===== src/rtl/mul_iter.sv =====
// mul_iter: iterative 64x64 -> 128-bit multiplier with optional signed operands.
// One radix-2 shift-add step per BUSY cycle: the operand magnitudes multiply
// unsigned, and the sign is applied once, when the product is complete.
// Optional feature macro: MUL_EARLY_OUT_EN. When it is defined, the block
// finishes as soon as the remaining multiplier bits are all zero.
//
// Handshake: a request transfers on a rising edge with in_valid=1 and
// in_ready=1 (IDLE only). A result transfers on a rising edge with
// out_valid=1 and out_ready=1 (DONE only). flush=1 or reset kills either
// transfer and any operation in flight.
module mul_iter (
    input  logic        clock,
    input  logic        reset,
    input  logic        flush,
    input  logic        in_valid,
    output logic        in_ready,
    input  logic [63:0] src_a,
    input  logic [63:0] src_b,
    input  logic        a_signed,
    input  logic        b_signed,
    output logic        out_valid,
    input  logic        out_ready,
    output logic [63:0] result_hi,
    output logic [63:0] result_lo
);

    typedef enum logic [1:0] {
        ST_IDLE = 2'd0,
        ST_BUSY = 2'd1,
        ST_DONE = 2'd2
    } state_t;

    state_t        state_q, state_d;
    logic [5:0]    cnt_q, cnt_d;
    logic [127:0]  acc_q, acc_d;
    logic [63:0]   mcand_q, mcand_d;
    logic [63:0]   mplier_q, mplier_d;
    logic          neg_q, neg_d;

    logic [63:0]   addend;
    logic [64:0]   sum;
    logic [127:0]  step_acc;
    logic [127:0]  aligned;
    logic [127:0]  final_acc;
    logic          last_step;

    // Magnitude of a 64-bit operand; the most negative value maps to 2^63 unsigned.
    function automatic logic [63:0] magnitude(input logic [63:0] x, input logic is_signed);
        magnitude = (is_signed && x[63]) ? (~x + 64'd1) : x;
    endfunction

    // 64-bit carry-lookahead adder: 4-bit lookahead groups whose group
    // generate/propagate terms produce each group's carry-out directly.
    function automatic logic [64:0] cla_add(input logic [63:0] a, input logic [63:0] b);
        logic [63:0] g;
        logic [63:0] p;
        logic [64:0] c;
        logic [15:0] gg;
        logic [15:0] gp;
        g = a & b;
        p = a ^ b;
        c = '0;
        for (int k = 0; k < 16; k++) begin
            gg[k] = g[4*k+3]
                  | (p[4*k+3] & g[4*k+2])
                  | (p[4*k+3] & p[4*k+2] & g[4*k+1])
                  | (p[4*k+3] & p[4*k+2] & p[4*k+1] & g[4*k]);
            gp[k] = &p[4*k +: 4];
        end
        for (int k = 0; k < 16; k++) begin
            c[4*k+1] = g[4*k] | (p[4*k] & c[4*k]);
            c[4*k+2] = g[4*k+1] | (p[4*k+1] & g[4*k])
                     | (p[4*k+1] & p[4*k] & c[4*k]);
            c[4*k+3] = g[4*k+2] | (p[4*k+2] & g[4*k+1])
                     | (p[4*k+2] & p[4*k+1] & g[4*k])
                     | (p[4*k+2] & p[4*k+1] & p[4*k] & c[4*k]);
            c[4*k+4] = gg[k] | (gp[k] & c[4*k]);
        end
        cla_add = {c[64], p ^ c[63:0]};
    endfunction

    // One shift-add step: add the multiplicand into the upper half when the
    // current multiplier bit is set, then shift the 129-bit result right by one.
    always_comb begin
        addend    = mplier_q[0] ? mcand_q : 64'd0;
        sum       = cla_add(acc_q[127:64], addend);
        step_acc  = {sum, acc_q[63:1]};
        last_step = (cnt_q == 6'd63);
`ifdef MUL_EARLY_OUT_EN
        // Remaining steps would only shift; apply those 63-cnt shifts at once.
        if (mplier_q[63:1] == 63'd0) begin
            last_step = 1'b1;
        end
        aligned = step_acc >> (~cnt_q);
`else
        aligned = step_acc;
`endif
        final_acc = neg_q ? (~aligned + 128'd1) : aligned;
    end

    // Next-state and datapath register updates; flush overrides everything.
    always_comb begin
        state_d  = state_q;
        cnt_d    = cnt_q;
        acc_d    = acc_q;
        mcand_d  = mcand_q;
        mplier_d = mplier_q;
        neg_d    = neg_q;
        unique case (state_q)
            ST_IDLE: begin
                if (in_valid) begin
                    state_d  = ST_BUSY;
                    cnt_d    = 6'd0;
                    acc_d    = 128'd0;
                    mcand_d  = magnitude(src_a, a_signed);
                    mplier_d = magnitude(src_b, b_signed);
                    neg_d    = (a_signed & src_a[63]) ^ (b_signed & src_b[63]);
                end
            end
            ST_BUSY: begin
                cnt_d    = cnt_q + 6'd1;
                mplier_d = {1'b0, mplier_q[63:1]};
                if (last_step) begin
                    acc_d   = final_acc;
                    state_d = ST_DONE;
                end else begin
                    acc_d = step_acc;
                end
            end
            ST_DONE: begin
                if (out_ready) begin
                    state_d  = ST_IDLE;
                    cnt_d    = 6'd0;
                    acc_d    = 128'd0;
                    mcand_d  = 64'd0;
                    mplier_d = 64'd0;
                    neg_d    = 1'b0;
                end
            end
            default: begin
                state_d = ST_IDLE;
            end
        endcase
        if (flush) begin
            state_d  = ST_IDLE;
            cnt_d    = 6'd0;
            acc_d    = 128'd0;
            mcand_d  = 64'd0;
            mplier_d = 64'd0;
            neg_d    = 1'b0;
        end
    end

    // State and datapath registers, cleared asynchronously by reset.
    always_ff @(posedge clock or posedge reset) begin
        if (reset) begin
            state_q  <= ST_IDLE;
            cnt_q    <= 6'd0;
            acc_q    <= 128'd0;
            mcand_q  <= 64'd0;
            mplier_q <= 64'd0;
            neg_q    <= 1'b0;
        end else begin
            state_q  <= state_d;
            cnt_q    <= cnt_d;
            acc_q    <= acc_d;
            mcand_q  <= mcand_d;
            mplier_q <= mplier_d;
            neg_q    <= neg_d;
        end
    end

    // Handshake flags and zero-gated result outputs.
    always_comb begin
        in_ready  = (state_q == ST_IDLE);
        out_valid = (state_q == ST_DONE);
        result_hi = out_valid ? acc_q[127:64] : 64'd0;
        result_lo = out_valid ? acc_q[63:0]   : 64'd0;
    end

endmodule


===== config.mk =====
export PLATFORM = sky130hd
export DESIGN_NAME = mul_iter
export DESIGN_NICKNAME = d
export VERILOG_FILES = /design/src/rtl/mul_iter.sv
export SDC_FILE = /design/constraint.sdc
export NUM_CORES = 1
export LEC_CHECK = 0
export CAP_MARGIN = 40
export CORE_MARGIN = 5
export CORE_UTILIZATION = 54
export DETAILED_ROUTE_END_ITERATION = 12
export PLACE_DENSITY_LB_ADDON = 0.15
export SYNTH_ARGS = -nofsm -noshare
export SYNTH_HDL_FRONTEND = slang
export SYNTH_SLANG_ARGS = --single-unit

===== constraint.sdc =====
create_clock -name clock -period 12.4 [get_ports clock]
set_clock_uncertainty 0.05 [all_clocks]
set_input_delay 3.72 -clock clock [delete_from_list [all_inputs] [get_ports clock]]
set_output_delay 3.72 -clock clock [all_outputs]
set_load 0.02 [all_outputs]

[After elaboration in Yosys (flattened, before gate mapping)]
Cells that the tools add are included.
Word-level totals
  word-level logic and storage cells: 469
  flip-flop bits (word level): 265
  output and inout port bits: 130
Operators by class
  equality and inequality tests: 6
  muxes and demuxes: 31
  bitwise operators: 399
  reduce and logical (&&, ||, !) cells: 23
  add/subtract/negate cells: 4
Operator list (number)
  two-way mux 128 bit: 5
  two-way mux 64 bit: 10
  one-hot mux 128 bit (3 select lines): 1
  AND 1 bit: 236
  one-hot mux 64 bit (3 select lines): 1
  bitwise OR 1 bit: 156
  adder 128 x 1 -> 128 bit (second input constant): 1
  adder 64 x 1 -> 64 bit (second input constant): 2
  NOT 128 bit: 1
  NOT 64 bit: 2
  one-hot mux 64 bit (2 select lines): 1
  XOR 64 bit: 2
  AND 64 bit: 1
  AND reduction 4 bit: 15
  two-way mux 6 bit: 3
  one-hot mux 6 bit (3 select lines): 1
  AND reduction 3 bit: 3
  two-way mux 2 bit: 4
  adder 6 x 1 -> 6 bit (second input constant): 1
  equality test 6 bit (second input constant): 1
  inequality test 3 bit (second input constant): 2
  one-hot mux 2 bit (3 select lines): 1
  nonzero test 4 bit: 1
  two-way mux 1 bit: 3
  8 further kinds: 9

[Logic depth before layout (Yosys ltp)]
Gate-level depths: netlist of run 1.
  depth after elaboration: 43
  gate-level depth with buffers: 23
  mapped depth without buffers: 21

[Worst setup path before layout of run 1]
OpenSTA, ideal clock, no wires.
  path kind: in2reg
  start: input port src_a[14]
  end: register mcand_q[62]
  setup slack: 5624 ps
  arrival time: 6593 ps
  path buffers: 1
  stages: 12
  cell sequence: or4_1 -> or3_1 -> nor3_1 -> or3b_2 -> clkbuf_1 -> nor2_1 -> and3_1 -> and2_1 -> nand3_1 -> o31ai_1 -> xor2_1 -> o21ai_0
On the way
  cells in the longest elaborated chain, start to end: 6
RTL lines
  start: declaration: line 17  | input logic [63:0] src_a,
  NOT 64 bit: line 49  | magnitude = (is_signed && x[63]) ? (~x + 64'd1) : x;
  adder 64 x 1 -> 64 bit: line 49
  two-way mux 64 bit: line 49
  two-way mux 64 bit: line 111  | if (in_valid) begin
  one-hot mux 64 bit (2 select lines): line 109  | unique case (state_q)
  two-way mux 64 bit: line 144  | if (flush) begin
  end signal: assignment: line 167  | mcand_q <= mcand_d;
  end: declaration: line 36  | logic [63:0] mcand_q, mcand_d;
Every way passes these cells. The select of a mux whose other input is x is not followed.
A chain may end at the register's enable or synchronous reset.

[Worst setup path after layout of run 1]
Ends and elaborated chain as after synthesis.

==> flow_summary.toml, run 1 <==
[detailed_routing]
firstDrtPassIters = 7
wirelength_mm = 62.5
ant_nets = 0
via_per_inst = 5.95
drc_errors = 0
vias = 20068
first_iter_violations = 1291
wl_per_cell_um = 18.5

[synthesis]
ys.flop_type = "dfrtp_1"
synth-seq-cells = 265
syn-cell-area_mm2 = 0.0208
synth_cells = 2641
ys_warn_count = 0
synth_enable_flop_cells = 0
synth_largest_area_cell = "dfrtp_1"
syn_avg_cell_area_um2 = 7.88
synth-seq-area-share = 0.319
ys_async_sr_fraction = 1.00
netlist.area_leader.share = 0.319
ys_types = 77
syn_nets = 2864
synthTopCellsByArea = "dfrtp_1 32%, o21ai_0 8.1%, nand2_1 6.2%"

[final_layout]
fin_cells = 3375
nets = 3053
drive_above_1_share = 0.0466
syn_to_final_growth_pct = 21.0
fillerInstances = 3370
fin_util = 0.656

[sta]
fmax_mhz = 140
fin_ws_ps = 5240
worstMarginPinSlew_ps = 883
fin_setup_tns_ps = 0
min_period_ps = 7160
finalHoldViolCount = 0
grt_setup_unrepaired = "false"
min_period_over_period = 0.578
maxSlewHeadroom = 0.410
slew_viol_final = 0
setup-violations-final = 0

[power_and_ir_drop]
seqPwrFrac = 0.338
switchingPower_uw = 1190
vdd_drop_max_mv = 0.109
p_int_uw = 2020
p_leak_uw = 0.0106
p_per_area_mw_per_mm2 = 127
share_clk_of_total_power = 0.328
pwr-share-comb = 0.334
switching_share = 0.371

[clocking]
cts_resized = 0
post_cts_buffers = 0
clkLatencyLatePin_ps = 540
root_buffer = "clkbuf_16"
cts_tree = "done"
clock-sinks = 265
hold_buffers = 0
clkTransAtPathRegs_ps = 60
h-tree-depth = 2
max-clock-path-buffers = 3
cts_buffers = 34

[placement]
place.gp.congestion = 0.942
post-place-ws_ps = 4760
dp.cells = 3312
hpwl_mm = 46.1
io_buffers = 264

[grt]
gr-usage-met2 = 0.471
use_met3 = 0.0362
use_met1 = 0.382
first_global_vias = 19671
grt.total_usage = 0.287
overflow = 0
antenna_found_initial = 2
grt_pass1_wl_mm = 100
grt-busiest-layer = "met2"
grt_max_degree = 95

[worst_setup_path]
end_kind = "flip-flop"
timing.rr.start = "mplier_q[0]"
path_cells = "clkdlybuf4s50_1 -> or4_1 -> or3_1 -> nor3_1 -> or3b_2 -> nor2_1 -> and3_1 -> and2_1 -> nand3_1 -> o31ai_1 -> xor2_1 -> o21ai_0"
crit_buf_inv = 1
arrival_ps = 7500
critPathMaxFanout = 8
ff2ff_path_depth = 20
crit_family = "simple AND/OR/NAND/NOR gates"
reg2reg_slack_ps = 5320
crit_type = "in2reg"
worstSetupStartpointType = "primary input"
max_stage_delay_ps = 590
slowest_stage = "or3b_2"
r2r_end = "acc_q[117]"
worstPathRequired_ps = 12740

[hold_path]
hold_class = "reg2reg"
hold_path_depth = 2
hold-path-endpoint = "mcand_q[37]"
hold_path_startpoint = "mcand_q[37]"

[outcome]
outcome = "finished clean"

[floorplanning]
die-area_mm2 = 0.0426
die_x_um = 206
num_rows = 72
start_util = 0.542
ios = 265
die_h_um = 206
core_area_mm2 = 0.0384

[run]
cap_violations = 0
## through the flow
step                instance area [um2]  hold WS (ps)  power (uW)
floorplan                         20800           390        1770
global placement                  23800           407        2090
detailed placement                24000           412        2160
CTS                               25200           425        3220
global route                      25200           450        3390
finish                            25200           421        3210
## cells by family (layout without fill, tap and decap cells)
family | count (synthesis) | in the layout | synth area share
xor+xnor | 267 | 267 | 0.112
other cells | 0 | 2 | 0
compound gates | 751 | 751 | 0.213
buf+inv | 203 | 417 | 0.0378
simple gates | 1054 | 1054 | 0.253
fa+ha+maj | 88 | 88 | 0.0587
flops | 265 | 265 | 0.319
mux | 13 | 13 | 0.00655
## per-layer routing
metal  wire length (um)  part of all wire
met4               2610             0.042
met3               3300             0.053
met5                  0                 0
met2              29500              0.47
met1              27100              0.43
## final cells by class
| type | count | area [um2] | area share |
|---|---|---|---|
| inverters | 61 | 236 | 0.00939 |
| diodes | 2 | 5.00 | 0.000199 |
| repair buffers | 295 | 3020 | 0.120 |
| clock buffers | 53 | 1040 | 0.0411 |
| clock inverters | 8 | 148 | 0.00586 |
| flip-flops and latches | 265 | 6630 | 0.263 |
| multi-input cells | 2173 | 13500 | 0.534 |
| well taps | 518 | 648 | 0.0257 |
## synthesized netlist by cell type (all sizes together) (29+ instances only)
cell / instances
xor2: 142
a21oi: 186
dfrtp: 265
ha: 72
nor4: 47
o21ai: 343
o31ai: 47
nor3: 47
and2: 206
nor2: 222
xnor2: 125
or3: 31
inv: 61
clkbuf: 127
nand2: 346
nand3: 29
## worst min-delay path: stages (launching register included)
cell     delay [ps]
dfrtp_1         330
nand2_1          40
o21ai_0          60
## placed cells by master (no fill, tap or decap), types with 6 or more instances in the layout
cell type,n
xnor2_1,125
ha_1,70
a22oi_1,8
o21ai_1,7
o211ai_1,14
mux2i_1,8
or3_1,30
nor4_1,41
or4_1,17
clkbuf_16,37
dfrtp_1,265
fa_1,16
o21ai_0,335
o31ai_1,47
and3_1,13
nor3_1,46
nor2_1,220
nand4_1,19
clkdlybuf4s50_1,264
a21oi_1,185
o21a_1,6
buf_4,19
a211o_1,8
inv_1,60
a31oi_1,24
a211oi_1,13
nand2_1,346
nor2b_1,12
and2_1,206
a21o_1,24
clkbuf_1,11
a22o_1,9
nand2b_1,21
nand3_1,29
or2_2,15
o41ai_1,21
xor2_1,142
## flip-flops by register name, summed over array words and instances, names as in the netlist
| name | cells |
|---|---|
| neg_q | 1 |
| mplier_q | 64 |
| state_q | 2 |
| cnt_q | 6 |
| mcand_q | 64 |
| acc_q | 128 |
## worst max-delay path by stage
stage | start | endpoint | slack (ps) | depth (start not counted)
2_1_floorplan | reset | acc_q[0] | 1330 | 1
3_3_place_gp | src_a[14] | mcand_q[62] | 4840 | 12
3_5_place_dp | src_a[14] | mcand_q[62] | 4760 | 12
4_1_cts | src_a[14] | mcand_q[62] | 5320 | 12
5_1_grt | mplier_q[0] | acc_q[117] | 4900 | 20
6_report | src_a[14] | mcand_q[62] | 5240 | 12
## power groups by stage
| stage | sequential [uW] | combinational, uW | clock, uW |
|---|---|---|---|
| finish | 1080 | 1070 | 1050 |
| global route | 1100 | 1180 | 1100 |
| CTS | 1080 | 1070 | 1070 |
| detailed placement | 1100 | 1060 | 0 |
| global placement | 1090 | 1000 | 0 |
| floorplan | 1060 | 703 | 0 |
Power figures use the tool's default switching activity.
==> run 2: changes to the inputs <==
- clock period: 12.4 -> 6.6 ns (I/O delays scaled with it)
==> flow_summary.toml, run 2 (synthesis gave the netlist of run 1 again) <==
[outcome]
outcome = "finished clean"

[worst_setup_path]
timing.rr.start = "mplier_q[0]"
reg2reg_slack_ps = 680
end_kind = "flip-flop"
crit_buf_inv = 0
path_cells = "and2_1 -> ha_1 -> a21oi_1 -> o21ai_1 -> a221oi_1 -> o21bai_1 -> nor2_1 -> nor2_1 -> nor2_1 -> fa_1 -> xor2_1 -> nand2_1 -> or3_1 -> nor3_1 -> o211ai_1 -> nor4_1 -> a41oi_1 -> xnor2_1 -> a22o_1"
crit_type = "reg2reg"
worstPathRequired_ps = 6970
slowest_stage = "a221oi_1"
arrival_ps = 6290
startpoint = "mplier_q[0]"
path_common_cell = "nor2_1"
ff2ff_path_depth = 19
crit_family = "simple AND/OR/NAND/NOR gates"
r2r_end = "acc_q[117]"
critPathMaxFanout = 28
worstSetupStartpointType = "flip-flop"
max_stage_delay_ps = 660

[sta]
finalHoldViolCount = 0
setup-violations-final = 0
min_period_over_period = 0.897
min_period_ps = 5920
grt_setup_unrepaired = "false"
slew_viol_final = 0
fmax_mhz = 169
fin_setup_tns_ps = 0
worstMarginPinSlew_ps = 1030
fin_ws_ps = 683
maxSlewHeadroom = 0.316

[run]
cap_violations = 0

[floorplanning]
core_area_mm2 = 0.0384
die-area_mm2 = 0.0426
die_x_um = 206
start_util = 0.542
die_h_um = 206
ios = 265
num_rows = 72

[power_and_ir_drop]
p_per_area_mw_per_mm2 = 240
p_leak_uw = 0.0106
p_int_uw = 3790
vdd_drop_max_mv = 0.283
seqPwrFrac = 0.339
switchingPower_uw = 2260
share_clk_of_total_power = 0.324
switching_share = 0.373
pwr-share-comb = 0.337

[grt]
use_met1 = 0.387
overflow = 0
use_met3 = 0.0336
first_global_vias = 19228
antenna_found_initial = 0
gr-usage-met2 = 0.463
grt_pass1_wl_mm = 98.8
grt_max_degree = 210
grt-busiest-layer = "met2"
grt.total_usage = 0.282

[final_layout]
fillerInstances = 3349
top_register = "acc_q"
largest_reg_flops = 128
final_common_cell = "nand2_1"
drive_above_1_share = 0.0504
most-common-layout-cells = "346 x nand2_1, 335 x o21ai_0, 264 x dfrtp_1, 264 x clkdlybuf4s50_1, 220 x nor2_1"
fin_util = 0.656
syn_to_final_growth_pct = 21.0
nets = 3057
largestRegisters = "acc_q x128, mcand_q x64, mplier_q x64"
n_antenna_cell = 0

[detailed_routing]
vias = 19993
via_per_inst = 5.92
wl_per_cell_um = 18.2
first_iter_violations = 1323
firstDrtPassIters = 5
ant_nets = 0
wirelength_mm = 61.5
drc_errors = 0

[hold_path]
hold_path_startpoint = "mcand_q[61]"
hold_class = "reg2reg"
hold-path-endpoint = "mcand_q[61]"
hold_path_depth = 2

[clocking]
post_cts_buffers = 0
clkTransAtPathRegs_ps = 60
clkLatencyLatePin_ps = 540
h-tree-depth = 2
max-clock-path-buffers = 3
cts_buffers = 34
hold_buffers = 0
root_buffer = "clkbuf_16"
clock-sinks = 265
cts_tree = "done"

[placement]
place.gp.congestion = 0.980
hpwl_mm = 44.8
post-place-ws_ps = 606
io_buffers = 264
run 2: through the flow:
step / hold WS [ps] / cell area, um2 / std cells / power, uW
after floorplan: 390 / 20800 / 2641 / 3320
after detailed placement: 414 / 24000 / 3316 / 4090
after global placement: 405 / 23900 / 3309 / 4000
after global routing: 451 / 25200 / 3375 / 6370
after CTS: 424 / 25200 / 3375 / 6060
final: 418 / 25200 / 3375 / 6050
run 2: cell type report:
class	instances	area [um2]	share of cell area
Multi-Input combinational cell	2173	13500	0.535
Clock buffer	47	1000	0.0397
Timing Repair Buffer	299	3030	0.120
Sequential cell	265	6630	0.263
Inverter	61	233	0.00924
Clock inverter	12	181	0.00720
Tap cell	518	648	0.0257
run 2: power groups by stage:
stage	sequential [uW]	combinational (uW)	clock, uW
floorplan	2000	1320	0
global placement	2070	1930	0
detailed placement	2080	2010	0
CTS	2050	2020	2000
global route	2080	2240	2050
finish	2050	2040	1960
run 2: per-layer routing:
layer,vias to the layer above,share of wire
li1,9658,-
met3,135,0.058
met4,0,0.038
met2,618,0.47
met5,-,0
met1,9582,0.43
run 2: timing repair:
action,CTS,global route
setup endpoints to repair,0,5
resized for setup,0,1
hold endpoints to repair,0,0
run 2: worst reg2reg max path, delay by kind of cell (launching register included):
kind	cells	cell delay [ps]
AO/OA/AOI/OAI	7	2110
flip-flops	1	580
adder cells (fa/ha/maj)	2	560
XOR/XNOR	2	390
AND/OR/NAND/NOR	8	2130
run 2: worst max-delay path by stage:
stage,to,slack [ps],cells past startpoint
3_5_place_dp,acc_q[102],610,19
4_1_cts,acc_q[117],590,19
6_report,acc_q[117],680,19
3_3_place_gp,acc_q[102],760,19
2_1_floorplan,acc_q[0],1070,1
5_1_grt,acc_q[117],260,19
